File: src/rtl/rom_loader_pkg.sv
// rom_loader_pkg
//   Shared definitions for the boot-time ROM loader and the computer top level.
//   - state_t   : loader FSM state encodings
//   - ROM_DEPTH : instruction ROM depth in 16-bit words
//   - ROM_AW    : instruction ROM address width (2**ROM_AW >= ROM_DEPTH)
package rom_loader_pkg;

  localparam int ROM_DEPTH = 32768;
  localparam int ROM_AW    = 15;

  typedef enum logic [2:0] {
    LEN_HI  = 3'd0,
    LEN_LO  = 3'd1,
    DATA_HI = 3'd2,
    DATA_LO = 3'd3,
    CHECK   = 3'd4,
    DONE    = 3'd5,
    ERROR   = 3'd6
  } state_t;

endpackage

File: src/rtl/rom_loader.sv
// rom_loader
//   Boot stage that receives a big-endian program image as a valid/ready byte
//   stream, writes the 16-bit instruction words into the instruction ROM and
//   holds the CPU in reset until the trailing checksum byte has been verified.
//   Image: LEN_HI, LEN_LO, N x (HI, LO), CHK where CHK = sum of the 2N
//   instruction bytes mod 256.
//
// Ports
//   clk        : system clock, rising edge
//   reset      : asynchronous active-high reset
//   byte_data  : incoming image byte
//   byte_valid : byte_data valid this cycle
//   byte_ready : loader accepts a byte (transfer = valid && ready)
//   rom_we     : one-cycle ROM write strobe
//   rom_addr   : ROM write address (holds when rom_we = 0)
//   rom_data   : ROM write data
//   cpu_reset  : CPU reset, high until a good image is loaded
//   done       : image loaded and checksum matched
//   error      : image rejected (too long or checksum mismatch)
module rom_loader
  import rom_loader_pkg::*;
#(
  parameter int DEPTH = ROM_DEPTH,
  parameter int AW    = ROM_AW
) (
  input  logic          clk,
  input  logic          reset,
  input  logic [7:0]    byte_data,
  input  logic          byte_valid,
  output logic          byte_ready,
  output logic          rom_we,
  output logic [AW-1:0] rom_addr,
  output logic [15:0]   rom_data,
  output logic          cpu_reset,
  output logic          done,
  output logic          error
);

  // 17 bits so that any 16-bit length can be compared against DEPTH.
  localparam logic [16:0] DEPTH_W = 17'(DEPTH);

  state_t        state;
  logic [7:0]    len_hi;
  logic [15:0]   word_count;
  logic [AW-1:0] word_idx;
  logic [7:0]    hi_byte;
  logic [7:0]    checksum;

  logic          xfer;
  logic [16:0]   len_full;
  logic          last_word;

  assign xfer      = byte_valid && byte_ready;
  assign len_full  = {1'b0, len_hi, byte_data};
  // word_idx is the index of the word being completed by the current LO byte.
  assign last_word = ((17'(word_idx) + 17'd1) == 17'(word_count));

  always_ff @(posedge clk or posedge reset) begin
    if (reset) begin
      state      <= LEN_HI;
      len_hi     <= 8'h00;
      word_count <= 16'h0000;
      word_idx   <= '0;
      hi_byte    <= 8'h00;
      checksum   <= 8'h00;
      byte_ready <= 1'b0;
      rom_we     <= 1'b0;
      rom_addr   <= '0;
      rom_data   <= 16'h0000;
      cpu_reset  <= 1'b1;
      done       <= 1'b0;
      error      <= 1'b0;
    end else begin
      // Write strobe is a single-cycle pulse; ready stays high in every
      // receiving state and is dropped on entry to a terminal state.
      rom_we     <= 1'b0;
      byte_ready <= 1'b1;

      case (state)
        LEN_HI: begin
          if (xfer) begin
            len_hi <= byte_data;
            state  <= LEN_LO;
          end
        end

        LEN_LO: begin
          if (xfer) begin
            word_count <= {len_hi, byte_data};
            if (len_full > DEPTH_W) begin
              state      <= ERROR;
              error      <= 1'b1;
              byte_ready <= 1'b0;
            end else if (len_full == 17'd0) begin
              // Empty image: checksum is still zero, so CHK must be 0x00.
              state <= CHECK;
            end else begin
              state <= DATA_HI;
            end
          end
        end

        DATA_HI: begin
          if (xfer) begin
            hi_byte  <= byte_data;
            checksum <= checksum + byte_data;
            state    <= DATA_LO;
          end
        end

        DATA_LO: begin
          if (xfer) begin
            rom_we   <= 1'b1;
            rom_addr <= word_idx;
            rom_data <= {hi_byte, byte_data};
            checksum <= checksum + byte_data;
            word_idx <= word_idx + AW'(1);
            state    <= last_word ? CHECK : DATA_HI;
          end
        end

        CHECK: begin
          if (xfer) begin
            byte_ready <= 1'b0;
            if (byte_data == checksum) begin
              state     <= DONE;
              done      <= 1'b1;
              cpu_reset <= 1'b0;
            end else begin
              state <= ERROR;
              error <= 1'b1;
            end
          end
        end

        DONE: begin
          byte_ready <= 1'b0;
        end

        ERROR: begin
          byte_ready <= 1'b0;
        end

        default: begin
          state      <= ERROR;
          error      <= 1'b1;
          byte_ready <= 1'b0;
        end
      endcase
    end
  end

endmodule

File: config.mk
export PLATFORM = sky130hd
export DESIGN_NAME = rom_loader
export DESIGN_NICKNAME = d
export VERILOG_FILES = /design/src/rtl/rom_loader_pkg.sv /design/src/rtl/rom_loader.sv
export SDC_FILE = /design/constraint.sdc
export NUM_CORES = 1
export LEC_CHECK = 0
export ABC_AREA = 1
export CORE_UTILIZATION = 53
export CTS_BUF_LIST = sky130_fd_sc_hd__clkbuf_4 sky130_fd_sc_hd__clkbuf_8
export DETAILED_ROUTE_END_ITERATION = 6
export GPL_TIMING_DRIVEN = 0
export PLACE_DENSITY = 0.82
export SYNTH_ARGS = -nofsm -noshare
export SYNTH_HDL_FRONTEND = slang
export SYNTH_SLANG_ARGS = --single-unit
File: constraint.sdc
create_clock -name clk -period 2.8 [get_ports clk]
set_clock_uncertainty 0.1 [all_clocks]
set_input_delay 0.42 -clock clk [delete_from_list [all_inputs] [get_ports clk]]
set_output_delay 0.42 -clock clk [all_outputs]
set_load 0.05 [all_outputs]
# ---- Word level (Yosys, flattened, before mapping)
# Cells that the tools add are included.
dict set report op_classes {
  n_addsub 3
  order_cmp 1
  eq_ne 15
  muxes 21
  n_bitwise 2
  n_reduce_logical 15
}
# operator count
set ops {}
lappend ops {{$mux W3} 8}
lappend ops {{$pmux W3 S6} 1}
lappend ops {{$logic_not A17 Y1} 1}
lappend ops {{$add A15 B1 Y16 const B} 1}
lappend ops {{$eq A16 B16 Y1} 1}
lappend ops {{$gt A16 B16 Y1 const B} 1}
lappend ops {{$add A15 B1 Y15 const B} 1}
lappend ops {{$ne A2 B2 Y1 const B} 7}
lappend ops {{$reduce_and A2 Y1} 5}
lappend ops {{$eq A3 B3 Y1 const B} 3}
lappend ops {{$mux W1} 9}
lappend ops {{$add A8 B8 Y8} 1}
lappend ops {{$eq A8 B8 Y1} 1}
lappend ops {{$eq A3 B2 Y1 const B} 2}
lappend ops {{$pmux W1 S3} 2}
lappend ops {{$reduce_and A6 Y1} 1}
lappend ops {{$reduce_and A5 Y1} 1}
lappend ops {{$reduce_or A5 Y1} 1}
lappend ops {{$reduce_or A2 Y1} 2}
lappend ops {{$eq A3 B1 Y1 const B} 1}
lappend ops {{$logic_not A3 Y1} 1}
lappend ops {{$reduce_and A3 Y1} 1}
lappend ops {{$reduce_or A3 Y1} 1}
lappend ops {{$mux W2} 1}
lappend ops {{other kinds (2)} 3}
dict set report word_totals {
  regBits 94
  inputBits 11
  out_inout_bits 36
  elab_cells 70
}

# ---- Logic depth before layout (Yosys ltp)
# Gate-level depths: netlist of the first run.
dict set report depth {
  word_depth 5
  ltp_mapped 14
  mapped_depth_nobuf 14
}

# ---- Worst setup path after synthesis of the first run
# Ideal clock, no wire load.
dict set report synth_timing {
  kind {reg-to-reg}
  from {register byte_ready}
  to {register rom_addr[4]}
  setup_time_ns 0.134
  arrival_ns 1.728
  t_required_ns 2.566
  path_slack_ns 0.838
  path_stages_with_launch 10
  n_path_buf 2
  synth_period_minus_slack_ns 1.962
  cell_sequence {dfrtp_1 > nand2_1 > nor3_4 > inv_2 > nor2_4 > inv_2 > buf_4 > buf_6 > nand2_1 > o21ai_0}
}
dict set report synth_between {
  elab_chain_cells 2
}
# element line_no
set synth_lines {}
lappend synth_lines {{start: declaration} rom_loader.sv:30} ;# output logic byte_ready,
lappend synth_lines {{start signal: assignment} rom_loader.sv:66} ;# byte_ready <= 1'b0;
lappend synth_lines {{start signal: assignment} rom_loader.sv:77} ;# byte_ready <= 1'b1;
lappend synth_lines {{start signal: assignment} rom_loader.sv:93} ;# byte_ready <= 1'b0;
lappend synth_lines {{$logic_and A1 B1 Y1} rom_loader.sv:53} ;# assign xfer = byte_valid && byte_ready;
lappend synth_lines {{$reduce_and A2 Y1 (no line)} -}
lappend synth_lines {{end signal: assignment} rom_loader.sv:114} ;# rom_addr <= word_idx;
lappend synth_lines {{end: declaration} rom_loader.sv:32} ;# output logic [AW-1:0] rom_addr,
# No other way between the ends.
# A chain may end at the register's enable or synchronous reset.

# ---- Worst setup path after layout of the first run
dict set report layout_timing {
  from {register cpu_reset}
  to {output port cpu_reset}
}
# element line_no
set layout_rtl {}
lappend layout_rtl {{start: declaration} rom_loader.sv:34} ;# output logic cpu_reset,
lappend layout_rtl {{start signal: assignment} rom_loader.sv:70} ;# cpu_reset <= 1'b1;
lappend layout_rtl {{start signal: assignment} rom_loader.sv:128} ;# cpu_reset <= 1'b0;
# No word-level cell between the ends.

==> flow_summary_export.csv, run 1 <==
group,metric,value,unit
grt,grt_pass1_wl,18800,µm
setup_path,arrival,1.71,ns
routing,drt-total-wl,11200,µm
setup_path,critPathSlowestCell,"clkdlybuf4s50_1",
layout,finalNetCount,680,
floorplan,fp.dieW,96.5,µm
synthesis,yosysSeqAreaShare,0.497,
grt,grt_overflow,0,
placed_design,place.gp.congestion,0.916,
floorplan,die_h,96.5,µm
setup_path,cp_max_fo,2,
setup_path,critPathKind,"reg2out",
layout,area_delta_synth_final,17.4,%
floorplan,start_util,0.545,
setup_path,worstPathCellList,"clkdlybuf4s50_1",
routing,drt_iter0_drc,246,
sta,max_freq,449,MHz
setup_path,worstSetupEndpointType,"output pin",
grt,grt.total_usage,0.267,
pwr,p_leak,0.00265,µW
synthesis,synthDistinctLibCells,32,
clock_tree,cts_tree,"yes",
placed_design,io_buffer_count,46,
synthesis,synth_edf_count,0,
floorplan,rows,34,
sta,setup_ws,0.574,ns
synthesis,synthArstFlopShare,1.00,
placed_design,dp.cells,757,
routing,dr_total_vias,4204,
synthesis,avgSynthCellArea,7.87,µm²
synthesis,synth_area_leaders,"dfrtp_1 49%, nand2_1 15%, o21ai_0 6.5%",
clock_tree,cts_inserted_buffers,9,
routing,ant_nets,0,
placed_design,place_area,5370,µm²
routing,first_pass_iters,5,
clock_tree,ctsLongestPathBuffers,2,
sta,finalSetupTns,0,ns
placed_design,dp.final_hpwl,8360,µm
clock_tree,path_clk_slew,0.10,ns
synthesis,synth_area_leader_cell,"dfrtp_1",
clock_tree,htreeDepth,3,
synthesis,synthTopCellsByCount,"190 x nand2_1, 93 x dfrtp_1, 66 x inv_1",
sta,setup_viol,0,
pwr,power-per-cell-area,947,nW/µm²
worst_hold_path,hp-class,"in2async",
setup_path,worstPathRequired,2.28,ns
routing,drc,0,
routing,avgViaCountPerCell,5.44,
floorplan,io_pins,47,
synthesis,synth_ff_type,"dfrtp_1",
synthesis,syn_inst,601,
synthesis,synth_warnings,0,
setup_path,crit_buf_inv,1,
synthesis,yosys.area.top_type_share,0.492,
setup_path,critPathMaxStageDelay,0.80,ns
sta,max_slew_margin,0.614,
run_status,status,"completed",
run,max_cap_violations,0,
sta,hold_viol_final,0,
synthesis,ys_ff_latch,94,
setup_path,worstSetupStartpointType,"register",
placed_design,place_ws,0.284,ns
grt,antenna_found_initial,0,
setup_path,crit_family,"buffers and inverters",
sta,fin_crit_sh,0.795,
clock_tree,cts-root-buf,"clkbuf_8",
sta,fin_crit,2.23,ns
clock_tree,cts_setup_buffers,0,
layout,design_area,5560,µm²
clock_tree,post_cts_resized,0,
layout,drive_above_1_share,0.0662,
synthesis,synth_area,4730,µm²
clock_tree,cts_sinks,94,
clock_tree,cts_hold_buf,0,
floorplan,core_area,8680,µm²
clock_tree,worstSkewPairLatency,0.36,ns
routing,wl_per_cell,14.5,µm
pwr,p_total,5260,µW
layout,fin_cells,773,
sta,tightest_slew,0.579,ns
grt,grt_pass1_vias,4138,
floorplan,die_area,9310,µm²
pwr,peakVddDrop,0.666,mV
layout,diodes,0,
synthesis,synthesis.nets,621,
grt,grt_max_degree,46,
sta,rsz0062_at_grt,"no",
synthesis,yosysMostFrequentCell,"nand2_1",
sta,maxSlewViolCount,0,
logic make-up (layout without fill, tap and decap cells):
logic type               after synthesis  count (layout)  synth area share
buffers and inverters                 87             151            0.0754
AND/OR/NAND/NOR                      308             308             0.282
AO/OA/AOI/OAI                         94              94             0.103
flip-flops                            94              94             0.497
adder cells (fa/ha/maj)                9               9            0.0254
XOR/XNOR                               9               9            0.0167
cell type report:
cell class / instances / area, µm²
Fill cell: 762 / 3120
Clock inverter: 6 / 53.8
Multi-Input combinational cell: 420 / 2020
Buffer: 16 / 90.1
Clock buffer: 10 / 131
Timing Repair Buffer: 48 / 500
Tap cell: 108 / 135
Sequential cell: 94 / 2350
Inverter: 71 / 270
through the flow:
step	util	hold slack [ns]
finish	0.640	0.304
detailed placement	0.619	0.341
floorplan	-	0.346
global placement	0.614	0.339
CTS	0.640	0.301
global route	0.640	0.353
final timing paths:
check                                  from     endpoint  cells after the start  slack (ns)
worst max-delay path              cpu_reset    cpu_reset                      1        0.57
worst min-delay path                  reset  rom_addr[3]                      2        0.30
worst max register to register  word_idx[0]     state[2]                     11        0.63
worst min register to register    cpu_reset    cpu_reset                      2        0.36
max in group asynchronous             reset    cpu_reset                      4        1.46
min in group clk                  cpu_reset    cpu_reset                      2        0.36
metal layers:
metal  vias up  track usage  wire, µm
li1       2050            -         -
met1      2002        0.333      4930
met2       133        0.467      5630
met3        19       0.0446       459
met4         0       0.0919       165
met5         -            0         0
placed cells by master, fill, tap and decap left out, types with 2 or more instances in the layout:
cell type / synthesis / final
nand4_1: 12 / 12
nand3_1: 43 / 43
nor2_4: 5 / 5
buf_6: 3 / 3
nand2_1: 190 / 190
clkinv_4: 0 / 2
nor2_1: 40 / 40
o21ai_0: 61 / 61
inv_1: 66 / 65
nand3b_1: 4 / 4
nor2_2: 4 / 4
ha_1: 8 / 8
buf_12: 0 / 2
a31oi_1: 2 / 2
inv_2: 5 / 5
clkdlybuf4s50_1: 0 / 46
buf_2: 3 / 3
nor3_1: 6 / 6
clkbuf_8: 0 / 9
a21oi_1: 10 / 10
clkinvlp_4: 0 / 2
o21ai_1: 17 / 17
dfrtp_1: 93 / 93
inv_6: 0 / 2
xor2_1: 7 / 7
clkbuf_1: 9 / 9
xnor2_1: 2 / 2
worst register-to-register path: stages, from the launching register on:
cell and delay, ns:
dfrtp_1 0.47, ha_1 0.23, nand3_1 0.15, nor2_2 0.23, nand4_1 0.15, nand3_1 0.18, nand2_1 0.07, nor2_1 0.09
nand2_1 0.09, nor2_1 0.11, nand3_1 0.09, a21oi_1 0.13
registers in the layout, indices dropped and copies added (netlist names), 3 cells and up:
name,count
rom_data,16
word_count,16
rom_addr,15
word_idx,15
checksum,8
hi_byte,8
len_hi,8
state,3
report_power, final:
part / switching [µW] / internal [µW]
Clock: 515 / 349
Combinational: 1450 / 773
Sequential: 356 / 1820
Total: 2320 / 2940
No activity file was read; power rests on OpenSTA's default activity.
==> run 2, diff against run 1 <==
--- a/config.mk
+++ b/config.mk
@@ -6,11 +6,11 @@
 export NUM_CORES = 1
 export LEC_CHECK = 0
 export ABC_AREA = 1
-export CORE_UTILIZATION = 53
+export CORE_UTILIZATION = 59
 export CTS_BUF_LIST = sky130_fd_sc_hd__clkbuf_4 sky130_fd_sc_hd__clkbuf_8
 export DETAILED_ROUTE_END_ITERATION = 6
 export GPL_TIMING_DRIVEN = 0
-export PLACE_DENSITY = 0.82
+export PLACE_DENSITY = 0.86
 export SYNTH_ARGS = -nofsm -noshare
 export SYNTH_HDL_FRONTEND = slang
 export SYNTH_SLANG_ARGS = --single-unit
==> constraint.sdc (replaced) <==
create_clock -name clk -period 2.2 [get_ports clk]
set_clock_uncertainty 0.1 [all_clocks]
set_input_delay 0.33 -clock clk [delete_from_list [all_inputs] [get_ports clk]]
set_output_delay 0.33 -clock clk [all_outputs]
set_load 0.05 [all_outputs]
==> run 2 against run 1 <==
Compared with the run above:
- sequential cell count did not move
- wire length is 1.3% higher
- die area is 10% lower
- non-clock buffer count is 5 higher
- worst setup slack got worse by 0.50 ns
- sequential share of layout area fell by 0.47 points
- final area grew 1.2%
- first-iteration DRC count fell by 0.81%
- critical path depth unchanged
- critical path type unchanged
- critical endpoint unchanged
- highest routed layer unchanged
==> flow_summary_export.csv, run 2 (synthesis gave the netlist of run 1 again) <==
group,metric,value,unit
run_status,status,"completed",
pwr,switching_share,0.446,
pwr,seqPwrFrac,0.407,
floorplan,rows,32,
routing,drt_iter0_drc,244,
setup_path,worstSetupStartpointType,"register",
grt,grt_overflow,0,
clock_tree,cts_tree,"yes",
setup_path,cp_max_fo,2,
layout,finalNetCount,685,
pwr,power-per-cell-area,1210,nW/µm²
layout,diodes,0,
setup_path,worstSetupEndpointType,"output pin",
setup_path,rrSetupSlack,0.16,ns
setup_path,worstPathCellList,"clkdlybuf4s50_1",
clock_tree,cts-root-buf,"clkbuf_8",
pwr,p_comb_frac,0.425,
setup_path,worstPathRequired,1.77,ns
pwr,p_total,6820,µW
grt,use_met3,0.0402,
setup_path,crit_buf_inv,1,
layout,area_delta_synth_final,18.9,%
run,max_cap_violations,0,
floorplan,fp.dieW,91.6,µm
routing,avgViaCountPerCell,5.53,
sta,tightest_slew,0.548,ns
placed_design,place_area,5360,µm²
setup_path,critPathKind,"reg2out",
routing,ant_nets,0,
routing,dr_total_vias,4273,
setup_path,regToRegStartpoint,"word_idx[0]",
layout,layout_commonest_cell,"nand2_1",
routing,first_pass_iters,5,
worst_hold_path,hp-class,"in2async",
layout,top_regs,"rom_data x16, word_count x16",
clock_tree,cts_inserted_buffers,9,
clock_tree,ctsLongestPathBuffers,2,
placed_design,place.gp.congestion,0.909,
clock_tree,worstSkewPairLatency,0.37,ns
floorplan,die_area,8380,µm²
pwr,p_int,3780,µW
layout,fin_cells,772,
routing,wl_per_cell,14.7,µm
grt,grt_pass1_vias,4070,
clock_tree,cts_sinks,94,
layout,design_area,5630,µm²
setup_path,path_depth,1,
sta,max_freq,470,MHz
sta,hold_viol_final,0,
grt,grt.busiest_layer,"met2",
setup_path,r2r-end,"state[2]",
floorplan,start_util,0.612,
floorplan,die_h,91.6,µm
grt,antenna_found_initial,0,
layout,fill_cells,573,
placed_design,dp.final_hpwl,8410,µm
grt,grt.total_usage,0.287,
pwr,p_leak,0.00267,µW
setup_path,crit_family,"buffers and inverters",
pwr,pwr-share-clk,0.169,
clock_tree,cts_hold_buf,0,
clock_tree,htreeDepth,3,
clock_tree,path_clk_slew,0.11,ns
grt,grt_pass1_wl,18900,µm
setup_path,arrival,1.70,ns
setup_path,critPathSlowestCell,"clkdlybuf4s50_1",
grt,use_met2,0.491,
setup_path,reg2reg_depth,12,
layout,final_cell_mix,"190 x nand2_1, 91 x dfrtp_1, 65 x inv_1",
grt,grt_max_degree,42,
pwr,peakVddDrop,0.843,mV
sta,fin_crit_sh,0.968,
sta,finalSetupTns,0,ns
floorplan,io_pins,47,
placed_design,dp.cells,751,
routing,drc,0,
routing,drt-total-wl,11300,µm
sta,maxSlewViolCount,0,
pwr,p_sw,3040,µW
sta,max_slew_margin,0.635,
sta,fin_crit,2.13,ns
placed_design,io_buffer_count,46,
sta,setup_viol,0,
grt,grtUsageMet1,0.362,
floorplan,core_area,7730,µm²
setup_path,critPathMaxStageDelay,0.79,ns
layout,drive_above_1_share,0.0806,
[run 2: changes by cell type in the layout (fill, tap and decap cells not counted), sizes merged]
| cell | change |
|---|---|
| clkbuf | -1 |
| clkinvlp | +1 |
| buf | +5 |
[run 2: worst reg2reg max path: cells and delay by family, from the launching register on]
| family | cells | cell delay (ns) |
|---|---|---|
| flip-flops | 1 | 0.42 |
| AND/OR/NAND/NOR | 9 | 0.94 |
| AO/OA/AOI/OAI | 1 | 0.14 |
| adder cells (fa/ha/maj) | 1 | 0.22 |
| buffers and inverters | 1 | 0.14 |
[run 2: through the flow]
step	setup WS (ns)	utilization	hold WS [ns]
final	0.0702	0.728	0.225
after global routing	-0.0181	0.728	0.262
after CTS	0.0555	0.720	0.233
after detailed placement	-0.255	0.694	0.355
after global placement	-0.275	0.689	0.342
after floorplan	0.238	-	0.346
[run 2: layer usage]
metal  up-vias  routed length [µm]
met1      2024                4690
li1       2058                   -
met4         0                 274
met3        28                 728
met5         -                   0
met2       163                5650
[run 2: layout make-up]
class	instances	area, µm²	area share
sequential	94	2360	0.419
multi-input combinational	420	2040	0.363
timing repair buffer	53	538	0.0956
inverter	71	270	0.0480
tap	102	128	0.0227
clock buffer	9	124	0.0220
buffer	16	91.3	0.0162
clock inverter	7	78.8	0.0140
[run 2: repair_timing]
action                     in CTS  in global routing
setup endpoints to repair       0                 14
resized for setup               0                  9
buffers inserted                0                  5
[run 2: how the worst max path moves through the flow]
stage / start / end / slack (ns)
finish: cpu_reset / cpu_reset / 0.07
global route: word_idx[1] / state[1] / -0.02
CTS: cpu_reset / cpu_reset / 0.06
detailed placement: byte_data[1] / checksum[6] / -0.25
global placement: reset / done / -0.28
floorplan: byte_ready / rom_addr[4] / 0.24
[run 2: power by group through the flow]
stage,logic (µW),clock network (µW),registers [µW]
floorplan,1460,0,3290
global placement,2710,0,2760
detailed placement,2820,0,2780
CTS,2830,1170,2750
global route,3200,1240,2840
finish,2900,1150,2770
